## src/rtl/keypad_conditioner.sv

```systemverilog
// Keypad front end: two-flop synchroniser, press/release debounce,
// single-key qualification, inter-key gap and stuck-key detection.
module keypad_conditioner #(
   parameter int DEBOUNCE_CYCLES = 16,
   parameter int GAP_CYCLES      = 4,
   parameter int STUCK_CYCLES    = 65535,
   parameter int CNT_W           = 16
) (
   input  logic       Clk,
   input  logic       Reset,
   input  logic [9:0] k_raw,
   output logic [9:0] k_out,
   output logic       key_strobe,
   output logic [3:0] key_code,
   output logic       multi_err,
   output logic       stuck_err
);

   typedef enum logic [2:0] {
      S_IDLE,
      S_PRESS_DB,
      S_HELD,
      S_REL_DB,
      S_GAP,
      S_STUCK
   } state_t;

   localparam logic [CNT_W-1:0] C_DB_LAST =
      CNT_W'(DEBOUNCE_CYCLES - 1);
   localparam logic [CNT_W-1:0] C_GAP_LAST =
      CNT_W'(GAP_CYCLES - 1);
   localparam logic [CNT_W-1:0] C_STUCK_LAST =
      CNT_W'(STUCK_CYCLES - 1);

   state_t           r_state;
   state_t           w_state_nxt;
   logic [9:0]       r_meta;
   logic [9:0]       r_sync;
   logic [9:0]       r_cand;
   logic [9:0]       w_cand_nxt;
   logic [CNT_W-1:0] r_cnt;
   logic [CNT_W-1:0] w_cnt_nxt;
   logic [CNT_W-1:0] r_held;
   logic [CNT_W-1:0] w_held_nxt;
   logic             r_strobe;
   logic             w_strobe_nxt;
   logic [3:0]       r_code;
   logic [3:0]       w_code_nxt;
   logic             w_any;
   logic             w_one_hot;

   function automatic logic [CNT_W-1:0] f_inc(
      input logic [CNT_W-1:0] c
   );
      return (&c) ? c : c + 1'b1;
   endfunction

   function automatic logic [3:0] f_index(input logic [9:0] v);
      logic [3:0] idx;
      idx = '0;
      for (int i = 9; i >= 0; i--) begin
         if (v[i]) idx = 4'(i);
      end
      return idx;
   endfunction

   assign w_any     = (r_sync != '0);
   assign w_one_hot = w_any && ((r_sync & (r_sync - 10'd1)) == '0);

   always_ff @(posedge Clk) begin
      if (Reset) begin
         r_meta   <= '0;
         r_sync   <= '0;
         r_state  <= S_IDLE;
         r_cand   <= '0;
         r_cnt    <= '0;
         r_held   <= '0;
         r_strobe <= 1'b0;
         r_code   <= '0;
      end else begin
         r_meta   <= k_raw;
         r_sync   <= r_meta;
         r_state  <= w_state_nxt;
         r_cand   <= w_cand_nxt;
         r_cnt    <= w_cnt_nxt;
         r_held   <= w_held_nxt;
         r_strobe <= w_strobe_nxt;
         r_code   <= w_code_nxt;
      end
   end

   always_comb begin
      w_state_nxt  = r_state;
      w_cand_nxt   = r_cand;
      w_cnt_nxt    = r_cnt;
      w_held_nxt   = r_held;
      w_strobe_nxt = 1'b0;
      w_code_nxt   = r_code;
      unique case (r_state)
         S_IDLE: begin
            if (w_one_hot) begin
               w_state_nxt = S_PRESS_DB;
               w_cand_nxt  = r_sync;
               w_cnt_nxt   = '0;
            end
         end
         S_PRESS_DB: begin
            if (r_sync != r_cand) begin
               w_state_nxt = S_IDLE;
               w_cnt_nxt   = '0;
            end else if (r_cnt == C_DB_LAST) begin
               w_state_nxt  = S_HELD;
               w_strobe_nxt = 1'b1;
               w_code_nxt   = f_index(r_cand);
               w_held_nxt   = '0;
               w_cnt_nxt    = '0;
            end else begin
               w_cnt_nxt = f_inc(r_cnt);
            end
         end
         S_HELD: begin
            if (r_sync != r_cand) begin
               w_state_nxt = S_REL_DB;
               w_cnt_nxt   = '0;
            end else if (r_held == C_STUCK_LAST) begin
               w_state_nxt = S_STUCK;
               w_cnt_nxt   = '0;
            end else begin
               w_held_nxt = f_inc(r_held);
            end
         end
         S_REL_DB: begin
            // A return to the candidate is release bounce: hold time resumes
            if (r_sync == r_cand) begin
               w_state_nxt = S_HELD;
            end else if (r_cnt == C_DB_LAST) begin
               w_state_nxt = S_GAP;
               w_cnt_nxt   = '0;
            end else begin
               w_cnt_nxt = f_inc(r_cnt);
            end
         end
         S_GAP: begin
            if (r_cnt == C_GAP_LAST) begin
               w_state_nxt = S_IDLE;
               w_cnt_nxt   = '0;
            end else begin
               w_cnt_nxt = f_inc(r_cnt);
            end
         end
         S_STUCK: begin
            if (w_any) begin
               w_cnt_nxt = '0;
            end else if (r_cnt == C_DB_LAST) begin
               w_state_nxt = S_IDLE;
               w_cnt_nxt   = '0;
            end else begin
               w_cnt_nxt = f_inc(r_cnt);
            end
         end
         default: begin
            w_state_nxt = S_IDLE;
            w_cnt_nxt   = '0;
         end
      endcase
   end

   assign k_out = (r_state == S_HELD || r_state == S_REL_DB)
                  ? r_cand : '0;
   assign key_strobe = r_strobe;
   assign key_code   = r_code;
   assign multi_err  = (r_state == S_IDLE) && w_any && !w_one_hot;
   assign stuck_err  = (r_state == S_STUCK);

endmodule

```

## config.mk

```make
export PLATFORM = sky130hd
export DESIGN_NAME = keypad_conditioner
export DESIGN_NICKNAME = d
export VERILOG_FILES = /design/src/rtl/keypad_conditioner.sv
export SDC_FILE = /design/constraint.sdc
export NUM_CORES = 1
export LEC_CHECK = 0
export BUFFER_PORTS_ARGS = -buffer_cell sky130_fd_sc_hd__buf_2
export CAP_MARGIN = 25
export CORE_ASPECT_RATIO = 1.4
export CORE_MARGIN = 2
export CORE_UTILIZATION = 54
export DETAILED_ROUTE_END_ITERATION = 7
export HOLD_SLACK_MARGIN = 0.15
export PLACE_DENSITY = 0.76
export SLEW_MARGIN = 10
export SYNTH_ARGS = -nofsm -noshare
export SYNTH_HDL_FRONTEND = slang
export SYNTH_SLANG_ARGS = --single-unit
```

## constraint.sdc

```tcl
create_clock -name Clk -period 2.6 [get_ports Clk]
set_clock_uncertainty 0.1 [all_clocks]
set_input_delay 0.65 -clock Clk [delete_from_list [all_inputs] [get_ports Clk]]
set_output_delay 0.65 -clock Clk [all_outputs]
set_load 0.03 [all_outputs]
```

After elaboration in Yosys (flattened, before gate mapping)
Index checks and enable logic that the tools add are counted.

Bits in registers: 70. Input bits: 12. Output and inout port bits: 17. Word-level logic and storage cells: 93.

Add/sub/neg operators: 3. Equal/unequal tests: 23. Muxes and demuxes: 39. Bitwise operators: 3. Reduce and logical (&&, ||, !) cells: 17.

Operators by type and width (number): 2-to-1 mux 16 bit (14); one-hot mux 16 bit (6 select lines) (1); 2-to-1 mux 4 bit (10); adder 16 x 1 -> 16 bit (second input constant) (2); one-hot mux 16 bit (2 select lines) (1); AND reduction 16 bit (2); 2-to-1 mux 3 bit (10); inequality test 2 bit (second input constant) (9); one-hot mux 3 bit (6 select lines) (1); == test 16 bit (second input constant) (1); == test 16 x 2 -> 1 bit (second input constant) (1); == test 16 x 4 -> 1 bit (second input constant) (1); bitwise AND 10 bit (1); == test 10 bit (1); logical NOT 10 bit (1); 2-to-1 mux 10 bit (1); inequality test 10 bit (1); nonzero test 10 bit (1); subtractor 10 x 1 -> 10 bit (second input constant) (1); inequality test 3 bit (second input constant) (3); AND reduction 7 bit (1); == test 3 x 2 -> 1 bit (second input constant) (2); == test 3 bit (second input constant) (2); AND reduction 3 bit (2); other kinds (12) (15).

Logic depth before layout (Yosys ltp)
Gate-level depths: netlist of run 1.

Word-level depth: 10. Gate-level depth with buffers: 10.

Worst setup path before layout of run 1
Ideal clock, no wire load.

Kind: flip-flop to output port. Start point: register r_sync[2]. End point: output multi_err. Data arrival time: 2.215 ns. Slack: -0.365 ns. Cell stages (with the launch flop): 6. Buffers on the path: 0. Cell sequence: dfxtp_1 -> nor4_1 -> a21oi_1 -> a211oi_1 -> a21oi_1 -> nor4bb_1.

Cells in the longest elaborated chain, start to end: 6. Elaborated cells between the ends (all ways): 8.

RTL lines: start: declaration (RTL line 38) `logic [9:0] r_sync;`; start signal: assignment (RTL line 82) `r_sync <= r_meta;`; subtractor 10 x 1 -> 10 bit (RTL line 68) `assign w_one_hot = w_any && ((r_sync & (r_sync - 10'd1)) == '0);`; bitwise AND 10 bit (RTL line 68); logical NOT 10 bit (RTL line 68); logical AND 1 bit (RTL line 68); logical NOT 1 bit (RTL line 172) `assign multi_err = (r_state == S_IDLE) && w_any && !w_one_hot;`; logical AND 1 bit (*) (RTL line 172); end: declaration (RTL line 15) `output logic multi_err,`.

Every way passes the cells marked *; elsewhere a longest branch is shown, timed or not.

Final worst setup path of run 1
Start point: register r_sync[5]. End point: output multi_err.

The elaborated chain is that of the path after synthesis.

==> results of run 1 <==
==> critical path, delay by kind of cell, from the launching register on <==
family | cells | cell delay, ps
flip-flops | 1 | 340
AO/OA/AOI/OAI | 3 | 530
buffers and inverters | 1 | 190
AND/OR/NAND/NOR | 2 | 670
==> cells by family after synthesis <==
| group | count (synthesis) |
|---|---|
| fa+ha+maj | 4 |
| simple gates | 192 |
| compound gates | 67 |
| mux | 15 |
| buf+inv | 38 |
| flops | 70 |
| xor+xnor | 25 |
==> routing by layer <==
layer | share of wire, % | GRT usage [%] | vias to the layer above | wire length, um
met3 | 3.7 | 4.72 | 13 | 290
met2 | 52 | 38.4 | 71 | 4050
li1 | - | - | 1541 | -
met5 | 0 | 0 | - | 0
met1 | 42 | 26.6 | 1456 | 3310
met4 | 1.8 | 9.40 | 0 | 142
==> layout make-up <==
cell class	count	area (sq um)	area share (%)
flip-flops and latches	70	1410	32.8
inverters	12	45.0	1.05
repair buffers	60	430	10.1
multi-input cells	303	2080	48.6
clock buffers	9	124	2.89
clock inverters	7	103	2.40
well taps	74	92.6	2.16
==> flip-flops by register name, indices dropped and copies added, names as in the netlist <==
name and flops:
r_cnt 16, r_held 16, r_cand 10, r_meta 10
r_sync 10, key_code 4, r_state 3, key_strobe 1
==> worst paths after layout <==
kind / from / to
worst min register to register: r_meta[3] / r_sync[3]
worst min-delay path: r_meta[3] / r_sync[3]
worst max-delay path: r_sync[5] / multi_err
worst max register to register: r_sync[5] / r_cnt[14]
==> stage by stage <==
stage | setup TNS [ps] | cells
floorplan | 0 | 411
global placement | -0.642 | 512
detailed placement | -80.0 | 512
CTS | -222 | 530
global route | -3370 | 535
finish | -2590 | 535
==> power groups by stage <==
| stage | clock (uW) | sequential (uW) | combinational, uW |
|---|---|---|---|
| 6_report | 1000 | 1130 | 544 |
| 5_1_grt | 1070 | 1130 | 580 |
| 4_1_cts | 1010 | 1130 | 439 |
| 3_5_place_dp | 0 | 1150 | 418 |
| 3_3_place_gp | 0 | 1150 | 410 |
| 2_1_floorplan | 0 | 1140 | 340 |
==> cells in the final DEF, fill, tap and decap left out, drive strengths merged, types with 3 or more instances in the layout <==
cell type  instances
clkbuf            11
nor2b             25
and4               5
inv               15
and3               9
buf               58
nand3             18
nand2b             3
nand4             11
xor2              20
a211oi            13
nor4               8
ha                 3
nor2              47
nor3              10
mux2i             15
nand3b             4
a21boi             7
nand2             21
or3               13
dfxtp             70
o32ai              6
a21oi             14
a41oi              4
o21ai             13
and2              12
xnor2              5
==> what timing repair did <==
| item | 4_1_cts | 5_1_grt |
|---|---|---|
| pin swaps | 6 | 7 |
| gates cloned | 0 | 2 |
| setup endpoints to repair | 3 | 23 |
| resized for setup | 14 | 11 |
| endpoints found under the hold margin | 0 | 0 |
| buffers inserted | 2 | 3 |
==> impl_metrics.yaml, run 1 <==
synthesis:
  ys_warn_count: 0
  netlist_area_sq_um: 3550
  synthMuxAreaShare_pct: 4.23
  post_synth_and_or_nand_nor_area_fraction_pct: 30.5
  synth_xor_area_share_pct: 6.38
  synth_cell_type_count: 52
  synthCells: 411
  async_reset_ff_share_pct: 0
  synthAdderAreaFrac_pct: 1.34
  synth_top_family_by_area: "simple AND/OR/NAND/NOR gates"
  synth_common_cells: "dfxtp_1, nor2_1, nor2b_1, nand2_1"
  synth_area_leaders: "dfxtp_1, nor2_1, xor2_1, nor2b_1, mux2i_1"
  synth-compound-area-share_pct: 13.1
  synth_edf_count: 0
  seq_area_frac_synth_pct: 39.5
  synth_top_area_share_pct: 39.5
  synthesis.nets: 426
  syn_area_per_cell_sq_um: 8.64
  ys.flop_type: "dfxtp_1"
  synth-seq-cells: 70
  yosys.area.top_type: "dfxtp_1"
  yosysMostFrequentCell: "dfxtp_1"
clocking:
  cts_tree: "done"
  cts_root_buf: "clkbuf_8"
  hold_buffers: 0
  cts_buffer_depth: 2
  clkLatencyLatePin_ps: 350
  clk_pin_slew_ps: 80
  numCtsBuffers: 9
  htreeDepth: 3
  clock_sinks: 70
finish:
  area_growth_pct: 20.5
  final_util_pct: 66.1
  layout-drive-gt1-share_pct: 22.3
  num_antenna_cells: 0
  fillers: 521
  finalInstanceArea_sq_um: 4280
  final_nets: 471
floorplan:
  die_x_um: 72.5
  rows: 35
  die_area_sq_um: 7250
  fp.dieH_um: 100
  start_util_pct: 54.8
  core-area_sq_um: 6480
  ios: 29
global_route:
  gr-total-overflow: 0
  grt_max_degree: 38
  antenna_found_initial: 0
  global_route.usage.total_pct: 22.4
  grt_pass1_vias: 2925
  grt_pass1_wl_um: 13000
pwr:
  p_switching_uw: 742
  totalPowerFinal_uw: 2680
  p_seq_share_pct: 42.2
  power_leakage_uw: 0.00173
  p_sw_share_pct: 27.7
  vdd_ir_drop_max_v: 0.000495
  clkPwrFrac_pct: 37.4
  p_comb_share_pct: 20.3
  internal-power_uw: 1930
  power_density_nw_per_um2: 625
routing:
  first_pass_iters: 4
  drt_iter0_markers: 175
  via_count: 3081
  wl_um: 7800
  drc_errors: 0
  viasPerCell: 5.76
  ant_nets: 0
  wl_per_cell_um: 14.6
outcome:
  status: "complete, but fails checks"
  violations: "negative setup slack"
worst_setup_path:
  crit_chain: "or4_4 > o31ai_4 > a211oi_2 > a21oi_2 > nor4bb_4 > buf_4"
  max_stage_delay_ps: 590
  r2r_cells: 11
  r2r_slack_ps: -180
  cp.arrival_ps: 2070
  startpoint_type: "flip-flop"
  crit_fanout: 4
  crit_type: "reg2out"
  cp.required_ps: 1850
  slowest_stage: "or4_4"
  worstSetupEndpointType: "output pin"
timing:
  drv_slew: 0
  final.min_clock_period_ps: 2820
  whs_ps: 337
  finalSetupViolCount: 17
  relSlewSlack_pct: 69.0
  worstMarginPinSlew_ps: 466
  hold_viol_final: 0
  finalWorstSetupSlack_ps: -216
  max_freq_mhz: 355
  fin_crit_sh_pct: 108
  rsz0062_at_grt: "yes"
place:
  dpl_cell_area_sq_um: 3870
  port_buffers: 28
  gp_congestion: 0.840
  dp_hpwl_um: 5170
  place_ws_ps: -55.0
run:
  maxCapViolations: 0
worst_hold_path:
  hp-class: "reg2reg"
  hold_depth: 1
(Power assumes the default switching activity.)
==> run 2, diff against run 1 <==
--- a/config.mk
+++ b/config.mk
@@ -5,14 +5,14 @@
 export SDC_FILE = /design/constraint.sdc
 export NUM_CORES = 1
 export LEC_CHECK = 0
-export BUFFER_PORTS_ARGS = -buffer_cell sky130_fd_sc_hd__buf_2
 export CAP_MARGIN = 25
 export CORE_ASPECT_RATIO = 1.4
 export CORE_MARGIN = 2
-export CORE_UTILIZATION = 54
+export CORE_UTILIZATION = 57
 export DETAILED_ROUTE_END_ITERATION = 7
+export DONT_BUFFER_PORTS = 1
 export HOLD_SLACK_MARGIN = 0.15
-export PLACE_DENSITY = 0.76
+export PLACE_DENSITY = 0.75
 export SLEW_MARGIN = 10
 export SYNTH_ARGS = -nofsm -noshare
 export SYNTH_HDL_FRONTEND = slang
==> impl_metrics.yaml, run 2 (same netlist as run 1, synthesis figures left out) <==
finish:
  layout_commonest_cell: "dfxtp_1"
  fillers: 457
  layout-drive-gt1-share_pct: 22.6
  area_growth_pct: 21.7
  final_cell_mix: "dfxtp_1, nor2_1, buf_4"
  reg_top3: "r_cnt x16, r_held x16"
  final_nets: 444
  num_antenna_cells: 0
  stdcell_count: 506
  finalInstanceArea_sq_um: 4320
timing:
  relSlewSlack_pct: 69.5
  fin_crit_sh_pct: 110
  whs_ps: 247
  finalWorstSetupSlack_ps: -259
  worstMarginPinSlew_ps: 457
  hold_viol_final: 0
  final.min_clock_period_ps: 2860
  max_freq_mhz: 350
  finalSetupViolCount: 4
  setup_tns_ps: -302
  drv_slew: 0
  rsz0062_at_grt: "yes"
place:
  gp_congestion: 0.830
  dp_hpwl_um: 5070
  dp.cells: 481
  port_buffers: 0
  dpl_cell_area_sq_um: 3720
routing:
  wl_per_cell_um: 16.5
  drc_errors: 0
  wl_um: 8350
  drt_iter0_markers: 150
  viasPerCell: 6.14
  via_count: 3107
  first_pass_iters: 5
  ant_nets: 0
global_route:
  global_route.usage.total_pct: 23.5
  antenna_found_initial: 0
  gr-total-overflow: 0
  grt_max_degree: 64
  grt_pass1_vias: 2956
  grt_pass1_wl_um: 13200
pwr:
  power_density_nw_per_um2: 628
  power_leakage_uw: 0.00164
  vdd_ir_drop_max_v: 0.000517
  totalPowerFinal_uw: 2710
worst_setup_path:
  worstSetupEndpointType: "output pin"
  r2r_start: "r_sync[3]"
  crit_type: "reg2out"
  r2r_slack_ps: -30
  crit_fanout: 4
  cp.arrival_ps: 2110
  setup.worst_path.start: "r_sync[3]"
  crit_buf_inv: 1
  cp_top_family: "simple AND/OR/NAND/NOR gates"
  startpoint_type: "flip-flop"
  cp.required_ps: 1850
  max_stage_delay_ps: 570
  slowest_stage: "or4_4"
  crit_chain: "or4_4 > o31ai_4 > a211oi_2 > a21oi_2 > nor4bb_4 > buf_4"
floorplan:
  rows: 34
  die_x_um: 70.7
  core-area_sq_um: 6130
  fp.dieH_um: 97.4
  start_util_pct: 58.0
  die_area_sq_um: 6890
  ios: 29
clocking:
  cts_buffer_depth: 2
  clk_pin_slew_ps: 80
  numCtsBuffers: 9
  htreeDepth: 3
  clkLatencyLatePin_ps: 360
  cts_tree: "done"
  cts_root_buf: "clkbuf_8"
  clock_sinks: 70
worst_hold_path:
  hp-class: "in2reg"
  min_from: "Reset"
outcome:
  violations: "negative setup slack"
  status: "complete, but fails checks"
run:
  maxCapViolations: 0
[run 2: changes by cell type in the layout (fill, tap and decap cells not counted), moves of 4 or more]
| cell | delta |
|---|---|
| a211oi_1 | -5 |
| o32ai_2 | +4 |
| a211oi_2 | +5 |
| o32ai_1 | -4 |
| a41oi_2 | +4 |
| a21oi_1 | -4 |
| a41oi_1 | -4 |
| buf_2 | -27 |
[run 2: report_power, final]
part	switching, uW	internal [uW]
Clock	455	554
Sequential	34.1	1100
Combinational	276	295
Total	765	1950
[run 2: final timing paths]
check                   end  depth (start not counted)
hold reg to reg   r_sync[1]                          1
setup / recovery  multi_err                          6
setup reg to reg  r_cnt[10]                         10
hold / removal    r_cnt[12]                          1
[run 2: timing repair]
item	CTS	global route
hold buffers	0	0
pin swaps	6	10
setup endpoints to repair	5	13
cloned	0	2
setup buffers	2	5
gates resized for setup	15	40
[run 2: layout make-up]
cell class,count,area [sq um],area share [%]
clock buffers,9,124,2.87
inverters,12,45.0,1.04
flip-flops and latches,70,1410,32.7
well taps,72,90.1,2.08
clock inverters,7,105,2.43
multi-input cells,303,2240,51.9
repair buffers,33,303,7.01
[run 2: metal layers]
metal	vias up	share of wire [%]	GRT usage (%)
li1	1490	-	-
met5	-	0	0
met3	20	4.2	4.46
met4	0	2.8	11.8
met2	94	52	40.0
met1	1503	41	27.9
[run 2: stage by stage]
stage / utilization (%) / setup WS [ps]
after floorplan: - / 105
after global placement: 60.7 / 54.4
after detailed placement: 60.7 / -39.9
after CTS: 65.8 / -200
after global routing: 70.5 / -335
final: 70.5 / -259
[run 2: worst reg2reg max path, cell delays in order, from the launching register on]
cell	delay, ps
dfxtp_4	370
or4_4	570
o31ai_4	200
a211oi_2	110
buf_4	150
a211oi_1	250
or3_4	210
buf_6	110
clkbuf_16	160
a21oi_2	70
a211oi_1	250
==> run 3, diff against run 2 <==
==> constraint.sdc (replaced) <==
create_clock -name Clk -period 2.5 [get_ports Clk]
set_clock_uncertainty 0.1 [all_clocks]
set_input_delay 0.625 -clock Clk [delete_from_list [all_inputs] [get_ports Clk]]
set_output_delay 0.625 -clock Clk [all_outputs]
set_load 0.03 [all_outputs]
==> impl_metrics.yaml, run 3 (same netlist as run 1, synthesis figures left out) <==
routing:
  wl_per_cell_um: 16.3
  wl_um: 8450
  viasPerCell: 6.08
  drt_iter0_markers: 164
  ant_nets: 0
  first_pass_iters: 4
  via_count: 3155
  drc_errors: 0
worst_setup_path:
  cp.required_ps: 1770
  cp_top_family: "simple AND/OR/NAND/NOR gates"
  crit_chain: "or4_4 > nor4_4 > a211oi_2 > a21oi_2 > nor4bb_4 > buf_4"
  crit_fanout: 4
  setup.worst_path.start: "r_sync[2]"
  worstSetupEndpointType: "output pin"
  crit_type: "reg2out"
  crit_buf_inv: 1
  r2r_start: "r_sync[4]"
  max_stage_delay_ps: 580
  r2r_slack_ps: -130
  r2r_cells: 10
  startpoint_type: "flip-flop"
  slowest_stage: "or4_4"
  cp.arrival_ps: 2130
  r2r-end: "r_cnt[5]"
global_route:
  global_route.usage.total_pct: 23.0
  grt_pass1_wl_um: 12900
  antenna_found_initial: 0
  grt_max_degree: 64
  gr-total-overflow: 0
  grt_pass1_vias: 2903
worst_hold_path:
  hold_depth: 1
  min_from: "Reset"
  hp-class: "in2reg"
  holdPathEnd: "r_meta[0]"
timing:
  whs_ps: 236
  final.min_clock_period_ps: 2850
  relSlewSlack_pct: 68.7
  fin_crit_sh_pct: 114
  rsz0062_at_grt: "yes"
  finalSetupViolCount: 12
  worstMarginPinSlew_ps: 465
  drv_slew: 0
  max_freq_mhz: 351
  hold_viol_final: 0
  finalWorstSetupSlack_ps: -352
floorplan:
  start_util_pct: 58.0
  rows: 34
  ios: 29
  die_x_um: 70.7
  core-area_sq_um: 6130
  die_area_sq_um: 6890
  fp.dieH_um: 97.4
pwr:
  power_leakage_uw: 0.00166
  power_density_nw_per_um2: 614
  vdd_ir_drop_max_v: 0.000485
finish:
  num_antenna_cells: 0
  finalInstanceArea_sq_um: 4340
  final_cell_mix: "dfxtp_1, nor2_1, buf_4"
  layout_commonest_cell: "dfxtp_1"
  final_nets: 457
  reg_top3: "r_cnt x16, r_held x16"
  area_growth_pct: 22.2
  layout-drive-gt1-share_pct: 23.7
clocking:
  hold_buffers: 0
  clock_sinks: 70
  clk_pin_slew_ps: 70
  clkLatencyLatePin_ps: 360
  cts_root_buf: "clkbuf_8"
  htreeDepth: 3
  numCtsBuffers: 9
  cts_buffer_depth: 2
  cts_tree: "done"
outcome:
  violations: "negative setup slack"
  status: "complete, but fails checks"
place:
  port_buffers: 0
  dpl_cell_area_sq_um: 3770
  dp_hpwl_um: 5100
  gp_congestion: 0.899
run:
  maxCapViolations: 0
[run 3: cell types whose count changed in the layout (fill, tap and decap cells not counted), sizes merged]
cell    before  now
inv         15   14
buf         31   45
bufinv       2    0
clkinv       1    3
[run 3: through the flow]
stage	TNS [ps]	setup slack (ps)	total power [uW]	util [%]	instances
after floorplan	0	29.9	1540	-	411
after global placement	-46.7	-46.7	1620	61.5	486
after detailed placement	-166	-132	1630	61.5	486
after CTS	-367	-341	2480	65.1	504
after global routing	-2570	-463	2760	70.9	519
final	-872	-352	2660	70.9	519
[run 3: worst max path at each step]
stage	depth (start not counted)	end	slack, ps
floorplan	5	multi_err	30
detailed placement	6	multi_err	-130
finish	6	multi_err	-350
global placement	6	multi_err	-50
CTS	6	multi_err	-340
global route	6	multi_err	-460
[run 3: area by class of cell]
class	count	area (sq um)
tap	72	90.1
timing repair buffer	46	418
multi-input combinational	303	2190
clock inverter	6	43.8
fill	447	1780
inverter	12	45.0
sequential	70	1420
clock buffer	10	138
[run 3: per-layer routing]
layer	global-route usage, %	wire length [um]	vias to the layer above
met5	0	0	-
met3	4.15	293	27
met2	39.1	4390	89
met1	27.8	3470	1517
met4	10.6	294	0
li1	-	-	1522
[run 3: repair_timing]
action,4_1_cts,5_1_grt
resized for setup,7,50
buffers inserted,2,15
pin swaps,1,14
endpoints found under the setup margin,10,21
gates cloned,0,2
[run 3: report_power, final]
part           switching [uW]  internal (uW)  leakage (uW)  total (uW)
Clock                     463            392     0.0000930         855
Combinational             299            335      0.000998         633
Sequential               35.2           1140      0.000572        1180
